$ cat src/rtl/cfg_pkg.sv
// Types and constants shared by the frame parser, the config sequencer and the
// channel datapaths.
package cfg_pkg;

    localparam int unsigned THRESH_W = 32;
    localparam int unsigned FREQ_W   = 32;
    localparam int unsigned MODE_W   = 8;
    localparam int unsigned FFT_W    = 8;

    // Legal range of the log2 FFT size code.
    localparam int unsigned FFT_MIN = 6;
    localparam int unsigned FFT_MAX = 12;

    typedef enum logic [2:0] {
        StIdle,
        StLatch,
        StCheck,
        StWaitAck,
        StNext,
        StDone
    } cfg_state_e;

    function automatic logic fft_in_range(input logic [FFT_W-1:0] code);
        return (32'(code) >= FFT_MIN) && (32'(code) <= FFT_MAX);
    endfunction

endpackage

$ cat src/rtl/cfg_timeout_ctr.sv
// Ack timeout counter: loads LOAD_VAL, counts down to zero and holds there.
module cfg_timeout_ctr #(
    parameter int unsigned LOAD_VAL = 254,
    parameter int unsigned WIDTH    = 16
) (
    input  logic clk,
    input  logic rst,
    input  logic clr,
    input  logic load,
    input  logic dec,
    output logic zero
);

    logic [WIDTH-1:0] cnt_q;

    always_ff @(posedge clk) begin
        if (rst || clr) begin
            cnt_q <= '0;
        end else if (load) begin
            cnt_q <= WIDTH'(LOAD_VAL);
        end else if (dec && (cnt_q != '0)) begin
            cnt_q <= cnt_q - 1'b1;
        end
    end

    assign zero = (cnt_q == '0);

endmodule

$ cat src/rtl/chan_cfg_sequencer.sv
// Snapshots a parsed control frame and programs each active channel in turn
// over a shared config bus with a per-channel req/ack handshake.
module chan_cfg_sequencer
    import cfg_pkg::*;
#(
    parameter int unsigned NUM_CH      = 4,
    parameter int unsigned ACK_TIMEOUT = 255
) (
    input  logic                       clk,
    input  logic                       rst,
    input  logic                       cfg_valid,
    input  logic [7:0]                 num_channels,
    input  logic [NUM_CH*THRESH_W-1:0] ch_threshold,
    input  logic [NUM_CH*MODE_W-1:0]   ch_mode,
    input  logic [NUM_CH*FFT_W-1:0]    ch_fft_size,
    input  logic [NUM_CH*FREQ_W-1:0]   ch_frequency,
    input  logic [NUM_CH-1:0]          cfg_ack,
    output logic [NUM_CH-1:0]          cfg_req,
    output logic [THRESH_W-1:0]        cfg_threshold,
    output logic [FREQ_W-1:0]          cfg_frequency,
    output logic [MODE_W-1:0]          cfg_mode,
    output logic [FFT_W-1:0]           cfg_fft_size,
    output logic                       busy,
    output logic                       done,
    output logic [NUM_CH-1:0]          err_mask,
    output logic [3:0]                 applied_count
);

    cfg_state_e state_q, state_d;

    logic                       pending_q, pending_d;
    logic [3:0]                 n_q, n_d;
    logic [3:0]                 idx_q, idx_d;
    logic [3:0]                 applied_q, applied_d;
    logic [NUM_CH-1:0]          err_q, err_d;
    logic [NUM_CH-1:0]          req_q, req_d;
    logic                       done_q, done_d;
    logic                       snap_en;

    logic [NUM_CH*THRESH_W-1:0] thr_q;
    logic [NUM_CH*MODE_W-1:0]   mode_q;
    logic [NUM_CH*FFT_W-1:0]    fft_q;
    logic [NUM_CH*FREQ_W-1:0]   freq_q;

    logic [THRESH_W-1:0]        sel_thr;
    logic [FREQ_W-1:0]          sel_freq;
    logic [MODE_W-1:0]          sel_mode;
    logic [FFT_W-1:0]           sel_fft;
    logic [NUM_CH-1:0]          sel_onehot;
    logic                       sel_ack;

    logic [3:0]                 n_in;
    logic                       ctr_clr, ctr_load, ctr_dec, ctr_zero;
    logic                       req_active;

    assign n_in = (num_channels > 8'(NUM_CH)) ? 4'(NUM_CH) : num_channels[3:0];

    cfg_timeout_ctr #(
        .LOAD_VAL (ACK_TIMEOUT - 1),
        .WIDTH    (16)
    ) u_timeout_ctr (
        .clk  (clk),
        .rst  (rst),
        .clr  (ctr_clr),
        .load (ctr_load),
        .dec  (ctr_dec),
        .zero (ctr_zero)
    );

    // Field slicing of the snapshot for the channel currently addressed.
    always_comb begin
        sel_thr    = '0;
        sel_freq   = '0;
        sel_mode   = '0;
        sel_fft    = '0;
        sel_onehot = '0;
        sel_ack    = 1'b0;
        for (int c = 0; c < NUM_CH; c++) begin
            if (idx_q == 4'(c)) begin
                sel_thr       = thr_q[c*THRESH_W +: THRESH_W];
                sel_freq      = freq_q[c*FREQ_W +: FREQ_W];
                sel_mode      = mode_q[c*MODE_W +: MODE_W];
                sel_fft       = fft_q[c*FFT_W +: FFT_W];
                sel_onehot[c] = 1'b1;
                sel_ack       = cfg_ack[c];
            end
        end
    end

    always_comb begin
        state_d   = state_q;
        pending_d = pending_q;
        n_d       = n_q;
        idx_d     = idx_q;
        applied_d = applied_q;
        err_d     = err_q;
        req_d     = req_q;
        done_d    = 1'b0;
        snap_en   = 1'b0;
        ctr_clr   = 1'b0;
        ctr_load  = 1'b0;
        ctr_dec   = 1'b0;

        // IDLE and DONE consume cfg_valid directly; elsewhere it is queued.
        if (cfg_valid && (state_q != StIdle) && (state_q != StDone)) begin
            pending_d = 1'b1;
        end

        case (state_q)
            StIdle: begin
                if (cfg_valid) begin
                    state_d = StLatch;
                end
            end
            StLatch: begin
                snap_en   = 1'b1;
                pending_d = cfg_valid;
                n_d       = n_in;
                idx_d     = '0;
                err_d     = '0;
                applied_d = '0;
                state_d   = (n_in == '0) ? StDone : StCheck;
            end
            StCheck: begin
                if (!fft_in_range(sel_fft)) begin
                    err_d   = err_q | sel_onehot;
                    state_d = StNext;
                end else begin
                    req_d    = sel_onehot;
                    ctr_load = 1'b1;
                    state_d  = StWaitAck;
                end
            end
            StWaitAck: begin
                ctr_dec = 1'b1;
                if (sel_ack) begin
                    req_d     = '0;
                    applied_d = applied_q + 4'd1;
                    ctr_clr   = 1'b1;
                    state_d   = StNext;
                end else if (ctr_zero) begin
                    req_d   = '0;
                    err_d   = err_q | sel_onehot;
                    ctr_clr = 1'b1;
                    state_d = StNext;
                end
            end
            StNext: begin
                idx_d   = idx_q + 4'd1;
                state_d = ((idx_q + 4'd1) == n_q) ? StDone : StCheck;
            end
            StDone: begin
                done_d  = 1'b1;
                state_d = (pending_q || cfg_valid) ? StLatch : StIdle;
            end
            default: begin
                state_d = StIdle;
            end
        endcase
    end

    always_ff @(posedge clk) begin
        if (rst) begin
            state_q   <= StIdle;
            pending_q <= 1'b0;
            n_q       <= '0;
            idx_q     <= '0;
            applied_q <= '0;
            err_q     <= '0;
            req_q     <= '0;
            done_q    <= 1'b0;
        end else begin
            state_q   <= state_d;
            pending_q <= pending_d;
            n_q       <= n_d;
            idx_q     <= idx_d;
            applied_q <= applied_d;
            err_q     <= err_d;
            req_q     <= req_d;
            done_q    <= done_d;
        end
    end

    always_ff @(posedge clk) begin
        if (rst) begin
            thr_q  <= '0;
            mode_q <= '0;
            fft_q  <= '0;
            freq_q <= '0;
        end else if (snap_en) begin
            thr_q  <= ch_threshold;
            mode_q <= ch_mode;
            fft_q  <= ch_fft_size;
            freq_q <= ch_frequency;
        end
    end

    assign req_active    = |req_q;
    assign cfg_req       = req_q;
    assign cfg_threshold = req_active ? sel_thr  : '0;
    assign cfg_frequency = req_active ? sel_freq : '0;
    assign cfg_mode      = req_active ? sel_mode : '0;
    assign cfg_fft_size  = req_active ? sel_fft  : '0;
    assign busy          = (state_q != StIdle) || done_q;
    assign done          = done_q;
    assign err_mask      = err_q;
    assign applied_count = applied_q;

endmodule

$ cat config.mk
export PLATFORM = sky130hd
export DESIGN_NAME = chan_cfg_sequencer
export DESIGN_NICKNAME = d
export VERILOG_FILES = /design/src/rtl/cfg_pkg.sv /design/src/rtl/cfg_timeout_ctr.sv /design/src/rtl/chan_cfg_sequencer.sv
export SDC_FILE = /design/constraint.sdc
export NUM_CORES = 1
export LEC_CHECK = 0
export CORE_MARGIN = 4
export CORE_UTILIZATION = 49
export DETAILED_ROUTE_END_ITERATION = 10
export GPL_ROUTABILITY_DRIVEN = 0
export GPL_TIMING_DRIVEN = 0
export HOLD_SLACK_MARGIN = 0.12
export PLACE_DENSITY = 0.85
export SLEW_MARGIN = 20
export SYNTH_ARGS = -nofsm -noshare
export SYNTH_HDL_FRONTEND = slang
export SYNTH_SLANG_ARGS = --single-unit
$ cat constraint.sdc
create_clock -name clk -period 5 [get_ports clk]
set_input_delay 1 -clock clk [delete_from_list [all_inputs] [get_ports clk]]
set_output_delay 1 -clock clk [all_outputs]
set_load 0.01 [all_outputs]
Word-level counts from Yosys, hierarchy flattened
Index checks and enable logic that the tools add are counted.

word-level totals
  register bits after elaboration = 361
  input port bits = 335
  output and inout bits = 94
  word-level logic and storage cells = 123

cells by class
  $add $sub $neg = 3
  magnitude comparators = 3
  equality and inequality tests = 17
  muxes and demuxes = 60
  bitwise gates (word level) = 1
  reductions and logical operators = 25

operators with widths
  operator                                                         count
  2-to-1 mux 32 bit                                                10
  2-to-1 mux 8 bit                                                 12
  2-to-1 mux 4 bit                                                 8
  case mux 4 bit (2 select lines)                                  3
  2-to-1 mux 1 bit                                                 19
  2-to-1 mux 3 bit                                                 6
  case mux 3 bit (6 select lines)                                  1
  logical NOT 16 bit                                               1
  nonzero test 16 bit                                              1
  subtractor 16 x 1 -> 16 bit (second input constant)              1
  != test 2 bit (second input constant)                            6
  case mux 4 bit (3 select lines)                                  1
  nonzero test 2 bit                                               5
  adder 4 x 1 -> 4 bit (second input constant)                     2
  equality test 4 x 2 -> 1 bit (second input constant)             2
  >= comparator 8 x 3 -> 1 bit (second input constant)             1
  > comparator 8 x 3 -> 1 bit (second input constant)              1
  less-or-equal comparator 8 x 4 -> 1 bit (second input constant)  1
  logical NOT 4 bit                                                2
  equality test 3 x 2 -> 1 bit (second input constant)             2
  equality test 3 bit (second input constant)                      2
  != test 3 bit (second input constant)                            2
  nonzero test 3 bit                                               2
  equality test 4 x 1 -> 1 bit (second input constant)             1
  other kinds (11)                                                 17

Logic depth before layout (Yosys ltp)
Gate-level depths: netlist (run 1).

  depth after elaboration = 10
  mapped depth = 10
  gate-level depth less buffers = 9

Cells and area by module
Synthesis (run 1) repeated with hierarchy kept, for this count alone.

unflattened totals
  cell total of the unflattened synthesis = 2,147
  area, all modules = 15,688.8 sq um

modules (own cells, without submodules)
  module              times used  cells an instance  area each (sq um)
  chan_cfg_sequencer  1           2,040              14,759.2
  cfg_timeout_ctr     1           107                929.6

Least setup slack after synthesis (run 1)
Ideal clock, no wire load.

  kind = register to output
  from = register idx_q[0]
  to = output cfg_threshold[11]
  arrival time = 2,190 ps
  required time = 4,000 ps
  path slack = 1,810 ps
  cell stages (with the launch flop) = 10
  path through = dfxtp_1 inv_1 ha_1 nor4b_2 clkbuf_1 clkbuf_1 a221oi_1 nor3_1 a21oi_1 nor2_1

between the ends
  cells in the longest elaborated chain, start to end = 6
  elaborated cells on any way between the ends = 9
  classes of those cells = eq/ne: 3; mux: 5; reduce/logical: 1

ends and longest elaborated chain
  element                          line                       RTL
  start: declaration               chan_cfg_sequencer.sv:33   logic [3:0] idx_q, idx_d;
  start signal: assignment         chan_cfg_sequencer.sv:176  idx_q <= idx_d;
  logical NOT 4 bit                chan_cfg_sequencer.sv:79   if (idx_q == 4'(c)) begin
  2-to-1 mux 32 bit (3 in series)  chan_cfg_sequencer.sv:79
  2-to-1 mux 32 bit *              chan_cfg_sequencer.sv:79
  2-to-1 mux 32 bit *              chan_cfg_sequencer.sv:200  assign cfg_threshold = req_active ? sel_thr : '0;
  end: declaration                 chan_cfg_sequencer.sv:19   output logic [THRESH_W-1:0] cfg_threshold,

Every way passes the cells marked *; elsewhere a longest branch is shown, timed or not.

Final worst setup path (run 1)
  from = register idx_q[2]
  to = output cfg_mode[4]

between the ends
  cells in the longest elaborated chain, start to end = 6
  elaborated cells on any way between the ends = 9
  classes of those cells = eq/ne: 3; mux: 5; reduce/logical: 1

ends and longest elaborated chain
  element                         line                       RTL
  logical NOT 4 bit               chan_cfg_sequencer.sv:79
  2-to-1 mux 8 bit (3 in series)  chan_cfg_sequencer.sv:79
  2-to-1 mux 8 bit *              chan_cfg_sequencer.sv:79
  2-to-1 mux 8 bit *              chan_cfg_sequencer.sv:202  assign cfg_mode = req_active ? sel_mode : '0;
  end: declaration                chan_cfg_sequencer.sv:21   output logic [MODE_W-1:0] cfg_mode,

Marks and branches as above.

==> results of run 1 <==
state kept, by name, summed over array words and instances (netlist names):
| register | count |
|---|---|
| done | 1 |
| cfg_req | 4 |
| n_q | 4 |
| idx_q | 4 |
| u_timeout_ctr.cnt_q | 16 |
| fft_q | 32 |
| applied_count | 4 |
| thr_q | 128 |
| mode_q | 32 |
| pending_q | 1 |
| err_mask | 4 |
| freq_q | 128 |
| state_q | 3 |
critical path: stages, from the launching register on:
cell and delay, ns:
dfxtp_1 0.30, buf_2 0.18, nor2_1 0.45, and2_1 0.20, buf_2 0.18, clkdlybuf4s15_2 0.48
clkbuf_1 0.54, a21oi_1 0.23, nor2_1 0.19, clkdlybuf4s50_1 0.57
layout make-up:
type | instances | share of cell area [%]
Antenna cell | 7 | 0.08158
Buffer | 176 | 3.263
Clock buffer | 56 | 5.506
Clock inverter | 15 | 0.6060
Inverter | 11 | 0.1923
Multi-Input combinational cell | 1559 | 34.38
Sequential cell | 361 | 33.66
Tap cell | 396 | 2.307
Timing Repair Buffer | 430 | 20.01
cell usage after synthesis, drive strengths merged, types with 4 or more instances:
cell type and n:
clkbuf 165, o22ai 6, a22oi 7, o21ai 11, nor3 84, buf 12, dfxtp 361, xnor2 14
a21oi 421, xor2 8, ha 6, o2bb2ai 7, a221oi 74, a31oi 6, nand3 10, nor2 184
mux2i 5, nand2 666, nor4 4, o21a 7, and2 6, inv 9
path summary, 6_finish.rpt:
check,start,end,slack [ns]
worst min-delay path,thr_q[63],thr_q[63],0.46
worst min register to register,thr_q[63],thr_q[63],0.46
worst max-delay path,idx_q[2],cfg_mode[4],0.15
worst max register to register,state_q[0],thr_q[93],1.70
repair_timing:
action,in CTS,in global routing
setup endpoints to repair,72,67
endpoints found under the hold margin,0,0
buffers inserted,0,0
resized for setup,7,29
metrics by stage:
step / area [um2] / instances / util [%] / hold slack (ns)
floorplan: 15310 / 2108 / - / 0.4317
global placement: 20090 / 2932 / 65.49 / 0.4406
detailed placement: 20100 / 2934 / 65.55 / 0.4471
CTS: 21430 / 3004 / 69.89 / 0.4555
global route: 21470 / 3011 / 70.01 / 0.4702
finish: 21470 / 3011 / 70.01 / 0.4561
power by group through the flow:
stage | sequential, W | clock [W] | combinational (W)
after detailed placement | 0.00336 | 0 | 0.00141
after global placement | 0.00335 | 0 | 0.00137
after floorplan | 0.00331 | 0 | 0.000812
final | 0.00331 | 0.00292 | 0.00144
after CTS | 0.00330 | 0.00292 | 0.00142
after global routing | 0.00333 | 0.00305 | 0.00158
cell families after synthesis:
| kind of cell | after synthesis | share of synthesized area, % |
|---|---|---|
| mux | 5 | 0.3270 |
| fa+ha+maj | 6 | 0.4905 |
| compound gates | 549 | 20.53 |
| simple gates | 977 | 25.53 |
| buf+inv | 188 | 4.651 |
| flops | 361 | 47.22 |
| xor+xnor | 22 | 1.259 |
per-layer routing:
metal | global-route usage (%) | vias up | part of all wire (%)
li1 | - | 8055 | -
met1 | 39.93 | 7882 | 38
met2 | 55.06 | 929 | 49
met3 | 6.079 | 165 | 9.3
met4 | 13.07 | 6 | 4.1
met5 | 0 | - | 0.081
==> impl_metrics.ini, run 1 <==
[cts]
numCtsBuffers = 39
ctsRootBufferMaster = clkbuf_16
hold_buffers = 0
clk_latency_ns = 0.53
cts_sinks = 361
clk_pin_slew_ns = 0.06
clockBufferDepth = 3
cts_tree = done
cts_max_level = 2

[floorplan]
die-width_um = 184.7
die-area_um2 = 34130
dieHeight_um = 184.7
std_cell_rows = 64
io_pins = 429
start_util_pct = 49.91
coreArea_um2 = 30670

[worst_setup_path]
setup.worst_path.end_class = output port
reg2reg_depth = 8
critical_path.max_fanout = 10
cp-start-kind = flip-flop
cp.arrival_ns = 3.85
criticalPathCategory = flip-flop to output port
required_ns = 4.00

[global_routing]
grt.total_usage_pct = 32.13
antenna_found_initial = 10
overflow = 0
grt_max_degree = 18
grt_pass1_vias = 16512
grt_pass1_wl_um = 87370

[timing]
max_freq_mhz = 206.2
rsz0062_at_grt = false
fin_crit_sh_pct = 97.00
fin_tns_setup_ns = 0
worst_pin_slew_ns = 1.119
fin_worst_skew_ns = 0.01416
fin_crit_ns = 4.850
slew_headroom_pct = 25.11
setup_viol = 0
setup_ws_ns = 0.1502
hold_violations = 0
slew_violations = 0

[power_and_ir_drop]
vdd.ir_drop.worst_mv = 0.2288
powerDensity_nw_per_um2 = 357.3
intPower_w = 0.005451
power_frac_clock_pct = 38.0
p_sw_share_pct = 28.96
finalPower_w = 0.007673
leakagePower_nw = 7.642
p_sw_w = 0.002222
seq_power_share_pct = 43.1
combPwrFrac_pct = 18.8

[final_layout]
multiInputGateArea_um2 = 7382
area_growth_pct = 40.29
nets = 2919
n_fill_cell = 2465
layout_common_cells = nand2_1 (666), clkdlybuf4s50_1 (428), a21oi_1 (421)
drive_gt1_share_pct = 3.911
layout_commonest_cell = nand2_1
seqCellArea_um2 = 7227

[route]
vias = 17037
drc_errors = 0
viasPerCell = 5.658
ant_nets = 0
drt-initial-drc-count = 1541
wirelength_um = 58060
first_pass_iters = 6
wl_per_cell_um = 19.28

[logic_synthesis]
synthTopCellsByArea = dfxtp_1 (47%), nand2_1 (16%), a21oi_1 (14%)
syn_inst = 2108
synth_area_leader_cell = dfxtp_1
synth_area_per_cell_um2 = 7.261
ys.flop_type = dfxtp_1
synth.distinct_cells = 49
syn_area_um2 = 15310
synth_edf_count = 0
seq_area_frac_synth_pct = 47.22
syn_nets = 2449
ys_ff_latch = 361
synth_top_area_share_pct = 47.22
ys_warn_count = 0
async_flop_share_pct = 0

[status]
status = complete, no violations

[place]
hpwl_um = 44350
pre_cts_slack_ns = 0.2073
io_buffer_count = 428

[hold_path]
hp-class = flip-flop to flip-flop
min_path_cells = 2

[flow_run]
maxCapViolCount = 0
Note: power is estimated with default switching activity, not from simulation.
==> run 2: changes to the inputs <==
--- a/config.mk
+++ b/config.mk
@@ -7,6 +7,7 @@
 export LEC_CHECK = 0
 export CORE_MARGIN = 4
 export CORE_UTILIZATION = 49
+export CTS_CLUSTER_SIZE = 16
 export DETAILED_ROUTE_END_ITERATION = 10
 export GPL_ROUTABILITY_DRIVEN = 0
 export GPL_TIMING_DRIVEN = 0
==> results of run 2 <==
No change in the layout: final DEF, timing and power equal those of run 1.
